[src/rtl/cas_fsk_player.sv]
// rtl/cas_fsk_player.sv - CAS tape image to CoCo cassette FSK waveform player
//
// Fetches bytes from the tape SRAM and plays them LSB-first as FSK cells:
// a 0 bit is one cycle of period 2*HALF0 clk, a 1 bit one cycle of 2*HALF1 clk.
//
// Ports:
//   clk       system clock (clk_sys)
//   reset_n   asynchronous active-low reset
//   en        motor relay; 1 = tape runs, 0 = freeze mid-cell
//   rewind    level; holds the tape at position 0
//   tape_len  number of valid bytes in the SRAM
//   ram_addr  SRAM byte address
//   ram_data  SRAM read data, valid 2 clk after ram_addr changes
//   data      FSK output (casdout)
//   playing   high while a bit cell is being emitted
//   eot       end of tape: idle with ram_addr == tape_len

module cas_fsk_player #(
    parameter int unsigned HALF0 = 23864,
    parameter int unsigned HALF1 = 11932,
    parameter int unsigned AW    = 16
) (
    input  logic          clk,
    input  logic          reset_n,
    input  logic          en,
    input  logic          rewind,
    input  logic [AW-1:0] tape_len,
    output logic [AW-1:0] ram_addr,
    input  logic [7:0]    ram_data,
    output logic          data,
    output logic          playing,
    output logic          eot
);

    localparam logic [2:0] ST_IDLE  = 3'd0;
    localparam logic [2:0] ST_FETCH = 3'd1;
    localparam logic [2:0] ST_LOAD  = 3'd2;
    localparam logic [2:0] ST_HIGH  = 3'd3;
    localparam logic [2:0] ST_LOW   = 3'd4;

    localparam logic [15:0] PER0 = 16'(HALF0);
    localparam logic [15:0] PER1 = 16'(HALF1);

    logic [2:0]  state;
    logic [15:0] cnt;
    logic [7:0]  shreg;
    logic [2:0]  bitcnt;
    logic        wait_cnt;

    always_ff @(posedge clk or negedge reset_n) begin
        if (!reset_n) begin
            state    <= ST_IDLE;
            ram_addr <= '0;
            data     <= 1'b0;
            cnt      <= '0;
            shreg    <= '0;
            bitcnt   <= '0;
            wait_cnt <= 1'b0;
        end else if (rewind) begin
            // Rewind overrides motor state and the end-of-byte increment.
            state    <= ST_IDLE;
            ram_addr <= '0;
            data     <= 1'b0;
            cnt      <= '0;
            shreg    <= '0;
            bitcnt   <= '0;
            wait_cnt <= 1'b0;
        end else begin
            case (state)
                ST_IDLE: begin
                    // tape_len only matters here, so a mid-byte change never aborts a byte.
                    if (en && (ram_addr != tape_len)) begin
                        state    <= ST_FETCH;
                        wait_cnt <= 1'b0;
                    end
                end
                ST_FETCH: begin
                    // Two cycles here plus the IDLE cycle cover the SRAM read latency.
                    if (en) begin
                        if (wait_cnt) begin
                            state <= ST_LOAD;
                        end
                        wait_cnt <= ~wait_cnt;
                    end
                end
                ST_LOAD: begin
                    shreg  <= ram_data;
                    bitcnt <= '0;
                    cnt    <= ram_data[0] ? PER1 : PER0;
                    data   <= 1'b1;
                    state  <= ST_HIGH;
                end
                ST_HIGH: begin
                    if (en) begin
                        if (cnt == 16'd1) begin
                            cnt   <= shreg[0] ? PER1 : PER0;
                            data  <= 1'b0;
                            state <= ST_LOW;
                        end else begin
                            cnt <= cnt - 16'd1;
                        end
                    end
                end
                ST_LOW: begin
                    if (en) begin
                        if (cnt == 16'd1) begin
                            if (bitcnt != 3'd7) begin
                                // shreg[1] becomes the next bit after the shift.
                                shreg  <= shreg >> 1;
                                bitcnt <= bitcnt + 3'd1;
                                cnt    <= shreg[1] ? PER1 : PER0;
                                data   <= 1'b1;
                                state  <= ST_HIGH;
                            end else begin
                                ram_addr <= ram_addr + AW'(1);
                                state    <= ST_IDLE;
                            end
                        end else begin
                            cnt <= cnt - 16'd1;
                        end
                    end
                end
                default: begin
                    state <= ST_IDLE;
                    data  <= 1'b0;
                end
            endcase
        end
    end

    assign playing = (state == ST_HIGH) || (state == ST_LOW);
    assign eot     = (state == ST_IDLE) && (ram_addr == tape_len);

endmodule

[config.mk]
export PLATFORM = sky130hd
export DESIGN_NAME = cas_fsk_player
export DESIGN_NICKNAME = d
export VERILOG_FILES = /design/src/rtl/cas_fsk_player.sv
export SDC_FILE = /design/constraint.sdc
export NUM_CORES = 1
export LEC_CHECK = 0
export CAP_MARGIN = 40
export CORE_MARGIN = 5
export CORE_UTILIZATION = 49
export CTS_CLUSTER_SIZE = 8
export DETAILED_ROUTE_END_ITERATION = 8
export GPL_TIMING_DRIVEN = 0
export PLACE_DENSITY = 0.75
export SYNTH_ARGS = -nofsm -noshare
export SYNTH_HDL_FRONTEND = slang
export SYNTH_SLANG_ARGS = --single-unit
[constraint.sdc]
create_clock -name clk -period 4.4 [get_ports clk]
set_input_delay 0.66 -clock clk [delete_from_list [all_inputs] [get_ports clk]]
set_output_delay 0.66 -clock clk [all_outputs]
set_load 0.01 [all_outputs]
==> flow_results.xml <==
<?xml version="1.0" encoding="UTF-8"?>
<metrics>
  <group name="critical_path">
    <metric name="ff2ff_setup_slack" unit="ns">1.88</metric>
    <metric name="crit_path_end_kind" unit="">primary output</metric>
    <metric name="critical_path_fanouts_max" unit="">2</metric>
    <metric name="critical-path-top-delay-family" unit="">buffers and inverters</metric>
    <metric name="worstPathCellList" unit="">clkdlybuf4s50_1, xor2_1, nor4_1, nand3_1, nor2_1, clkdlybuf4s50_1</metric>
    <metric name="worst_path_max_delay_cell" unit="">sky130_fd_sc_hd__clkdlybuf4s50_1</metric>
    <metric name="critical_path.startpoint_type" unit="">primary input</metric>
    <metric name="cp_common_cell" unit="">sky130_fd_sc_hd__clkdlybuf4s50_1</metric>
    <metric name="timing.reg2reg.worst_path_depth" unit="">8</metric>
    <metric name="rr_startpoint" unit="">cnt[1]</metric>
    <metric name="critical_path_class" unit="">in -&gt; out</metric>
    <metric name="worstPathRequired" unit="ns">3.74</metric>
    <metric name="arrival" unit="ns">2.55</metric>
    <metric name="count_of_buffer_and_inverter_cells_on_the_critical_path" unit="">2</metric>
    <metric name="r2r_path_end" unit="">cnt[2]</metric>
    <metric name="cp_num_cells" unit="">6</metric>
    <metric name="crit_path_max_incr_delay" unit="ns">0.57</metric>
  </group>
  <group name="synth">
    <metric name="yosys-top-cells-area" unit="">sky130_fd_sc_hd__dfrtp_1 39%, sky130_fd_sc_hd__xor2_1 4.6%, sky130_fd_sc_hd__a21oi_1 4.3%</metric>
    <metric name="synth_seq_area_share" unit="%">39.3</metric>
    <metric name="cells_after_synthesis" unit="">339</metric>
    <metric name="synth_top_cell_by_area" unit="">sky130_fd_sc_hd__dfrtp_1</metric>
    <metric name="ys.warnings.count" unit="">0</metric>
    <metric name="post_synth_num_cell_types" unit="">52</metric>
    <metric name="synth_fp_nets" unit="">372</metric>
    <metric name="async_flop_share" unit="%">100</metric>
    <metric name="synth_largest_type_area_fraction" unit="%">39.3</metric>
    <metric name="synth_enable_flop_cells" unit="">0</metric>
    <metric name="synth-seq-cells" unit="">48</metric>
    <metric name="syn_avg_cell_area" unit="µm²">9.02</metric>
    <metric name="synth.cell_area" unit="µm²">3060</metric>
    <metric name="synth-main-ff-cell" unit="">sky130_fd_sc_hd__dfrtp_1</metric>
  </group>
  <group name="die">
    <metric name="num_io_pins" unit="">47</metric>
    <metric name="start_util" unit="%">51.0</metric>
    <metric name="dieWidth" unit="µm">89.0</metric>
    <metric name="dieHeight" unit="µm">89.0</metric>
    <metric name="core_region_area" unit="µm²">5990</metric>
    <metric name="std_cell_rows" unit="">28</metric>
    <metric name="die-area" unit="µm²">7920</metric>
  </group>
  <group name="clock_network">
    <metric name="clk_root_buffer_cell" unit="">sky130_fd_sc_hd__clkbuf_8</metric>
    <metric name="path_clk_slew" unit="ns">0.09</metric>
    <metric name="post_cts.resized_instances" unit="">0</metric>
    <metric name="clk-insertion-delay-late" unit="ns">0.30</metric>
    <metric name="cts_tree" unit="">built</metric>
    <metric name="clock_tree.htree_level_count" unit="">2</metric>
    <metric name="cts_made_buffers" unit="">5</metric>
    <metric name="clock-sinks" unit="">48</metric>
    <metric name="clk_buf_depth" unit="">2</metric>
    <metric name="cts-hold-fix-buffers" unit="">0</metric>
    <metric name="postCtsSetupRepairBufs" unit="">0</metric>
  </group>
  <group name="timing">
    <metric name="finalHoldViolations" unit="">0</metric>
    <metric name="slew-limit-headroom" unit="%">40.9</metric>
    <metric name="drv_slew" unit="">0</metric>
    <metric name="grt_setup_unrepaired" unit="">no</metric>
    <metric name="final.setup_skew" unit="ns">0.0105</metric>
    <metric name="clock.fmax" unit="MHz">312</metric>
    <metric name="fraction_of_the_cycle_the_final_worst_path_needs" unit="%">73.0</metric>
    <metric name="setup_tns" unit="ns">0</metric>
    <metric name="finalHoldWorstSlack" unit="ns">0.336</metric>
    <metric name="timing.final.setup_violations" unit="">0</metric>
    <metric name="tightestPinTransition" unit="ns">0.886</metric>
    <metric name="layout_min_cycle_time" unit="ns">3.21</metric>
  </group>
  <group name="placement">
    <metric name="finalWeightedCongestion" unit="">0.860</metric>
    <metric name="portBuffers" unit="">45</metric>
    <metric name="hpwl_detailed" unit="µm">5910</metric>
  </group>
  <group name="global_routing">
    <metric name="grt_first_pass_wirelength" unit="µm">13900</metric>
    <metric name="grt_max_degree" unit="">27</metric>
    <metric name="grt_antenna_before_repair" unit="">0</metric>
    <metric name="grt_usage" unit="%">22.4</metric>
    <metric name="grt.overflow.total" unit="">0</metric>
    <metric name="first_global_vias" unit="">2879</metric>
  </group>
  <group name="detailed_routing">
    <metric name="drt_iter0_drc" unit="">148</metric>
    <metric name="dr_total_vias" unit="">2893</metric>
    <metric name="drt_drc_violations_left" unit="">0</metric>
    <metric name="drt_first_pass_iters" unit="">4</metric>
    <metric name="drtAntennaViolNets" unit="">0</metric>
    <metric name="vias_per_cell" unit="">6.21</metric>
    <metric name="wire_per_inst" unit="µm">17.5</metric>
    <metric name="totalWireLength" unit="µm">8140</metric>
  </group>
  <group name="power_and_ir_drop">
    <metric name="worst_ir_drop_vdd" unit="µV">208</metric>
    <metric name="power_leakage" unit="nW">1.53</metric>
    <metric name="report.power.total" unit="mW">1.26</metric>
    <metric name="power_density" unit="nW/µm²">340</metric>
  </group>
  <group name="cells_and_area">
    <metric name="diodes" unit="">0</metric>
    <metric name="nFillCells" unit="">553</metric>
    <metric name="sequential_cell_area" unit="µm²">1200</metric>
    <metric name="area_used_by_multi_input_combinational_logic" unit="µm²">1720</metric>
    <metric name="layout-drive-gt1-share" unit="%">7.67</metric>
    <metric name="area_growth" unit="%">21.5</metric>
    <metric name="nNetsFinal" unit="">425</metric>
  </group>
  <group name="run_status">
    <metric name="outcome" unit="">completed</metric>
  </group>
  <group name="run">
    <metric name="max_cap_viol_count" unit="">0</metric>
  </group>
  <group name="min_path">
    <metric name="hold_class" unit="">in -&gt; async</metric>
  </group>
</metrics>
## per-layer routing
metal	GRT usage (%)	part of all wire [%]	vias to the layer above
met2	37.8	48	103
li1	-	-	1378
met3	5.53	7.9	11
met5	0	0	-
met4	5.82	1.2	0
met1	29.0	42	1401
## per-stage QoR
step	util (%)	area (µm²)	std cells	setup WS, ns
final	62.0	3710	466	1.19
after global routing	62.0	3710	466	1.02
after CTS	62.0	3710	466	1.16
after detailed placement	60.4	3620	460	1.16
after global placement	60.1	3600	459	1.16
after floorplan	-	3060	339	2.36
## final cells by class
cell class,count,share of cell area (%)
Buffer,19,2.56
Clock inverter,1,0.808
Tap cell,75,2.53
Clock buffer,5,1.85
Sequential cell,48,32.3
Inverter,12,1.21
Multi-Input combinational cell,260,46.2
Timing Repair Buffer,46,12.5
## flip-flops by register name (all words and copies together) (netlist names)
| register | count |
|---|---|
| state | 3 |
| cnt | 16 |
| wait_cnt | 1 |
| data | 1 |
| shreg | 8 |
| bitcnt | 3 |
| ram_addr | 16 |
## synthesized netlist by cell type (2+ instances only)
master                     instances
sky130_fd_sc_hd__a21oi_1          26
sky130_fd_sc_hd__a22o_1            4
sky130_fd_sc_hd__a311oi_1          2
sky130_fd_sc_hd__a31o_2            2
sky130_fd_sc_hd__a31oi_1          16
sky130_fd_sc_hd__and2_1            2
sky130_fd_sc_hd__and3_1            2
sky130_fd_sc_hd__and4_1            3
sky130_fd_sc_hd__buf_2             7
sky130_fd_sc_hd__buf_6             2
sky130_fd_sc_hd__clkbuf_1         10
sky130_fd_sc_hd__dfrtp_1          48
sky130_fd_sc_hd__ha_1              5
sky130_fd_sc_hd__inv_1            12
sky130_fd_sc_hd__mux2_2            2
sky130_fd_sc_hd__nand2_1          26
sky130_fd_sc_hd__nand2b_1          3
sky130_fd_sc_hd__nand3_1          11
sky130_fd_sc_hd__nand4_1           4
sky130_fd_sc_hd__nand4_4           2
sky130_fd_sc_hd__nor2_1           17
sky130_fd_sc_hd__nor2b_1           2
sky130_fd_sc_hd__nor3_1           20
sky130_fd_sc_hd__nor3b_1           2
sky130_fd_sc_hd__nor4_1            7
sky130_fd_sc_hd__nor4_4            2
sky130_fd_sc_hd__nor4b_1           4
sky130_fd_sc_hd__o21a_1           11
sky130_fd_sc_hd__o21ai_0          16
sky130_fd_sc_hd__o221ai_1          2
sky130_fd_sc_hd__o22a_1           12
sky130_fd_sc_hd__o311a_1           2
sky130_fd_sc_hd__o31ai_1           3
sky130_fd_sc_hd__or3_1            14
sky130_fd_sc_hd__or3b_2            2
sky130_fd_sc_hd__or4_1             2
sky130_fd_sc_hd__xnor2_1           2
sky130_fd_sc_hd__xor2_1           16
## placed cells by master (no fill, tap or decap), types with 7 or more instances in the layout
cell type	Yosys	layout
sky130_fd_sc_hd__dfrtp_1	48	48
sky130_fd_sc_hd__clkdlybuf4s50_1	0	44
sky130_fd_sc_hd__nand2_1	26	26
sky130_fd_sc_hd__a21oi_1	26	26
sky130_fd_sc_hd__nor3_1	20	20
sky130_fd_sc_hd__nor2_1	17	17
sky130_fd_sc_hd__xor2_1	16	16
sky130_fd_sc_hd__a31oi_1	16	16
sky130_fd_sc_hd__o21ai_0	16	16
sky130_fd_sc_hd__or3_1	14	14
sky130_fd_sc_hd__inv_1	12	12
sky130_fd_sc_hd__o22a_1	12	12
sky130_fd_sc_hd__nand3_1	11	11
sky130_fd_sc_hd__o21a_1	11	11
sky130_fd_sc_hd__clkbuf_1	10	10
sky130_fd_sc_hd__buf_2	7	8
sky130_fd_sc_hd__nor4_1	7	7
## cell families (layout without fill, tap and decap cells)
family	after synthesis	after routing	share of synthesized area [%]
flip-flops	48	48	39.3
XOR/XNOR	18	18	5.16
AO/OA/AOI/OAI	103	103	22.6
buffers and inverters	31	83	4.58
adder cells (fa/ha/maj)	5	5	2.05
AND/OR/NAND/NOR	131	131	25.3
multiplexers	3	3	1.06
## worst max-delay path by stage
stage	startpoint	endpoint
after floorplan	tape_len[12]	eot
after global placement	tape_len[10]	eot
after detailed placement	tape_len[10]	eot
after CTS	tape_len[10]	eot
after global routing	tape_len[10]	eot
final	tape_len[10]	eot
## power breakdown
part	internal, mW	switching (mW)	leakage (nW)	total [mW]
sequential	0.499	0.0712	0.650	0.570
combinational	0.174	0.211	0.825	0.384
clock	0.163	0.144	0.0501	0.308
Power figures use the tool's default switching activity.
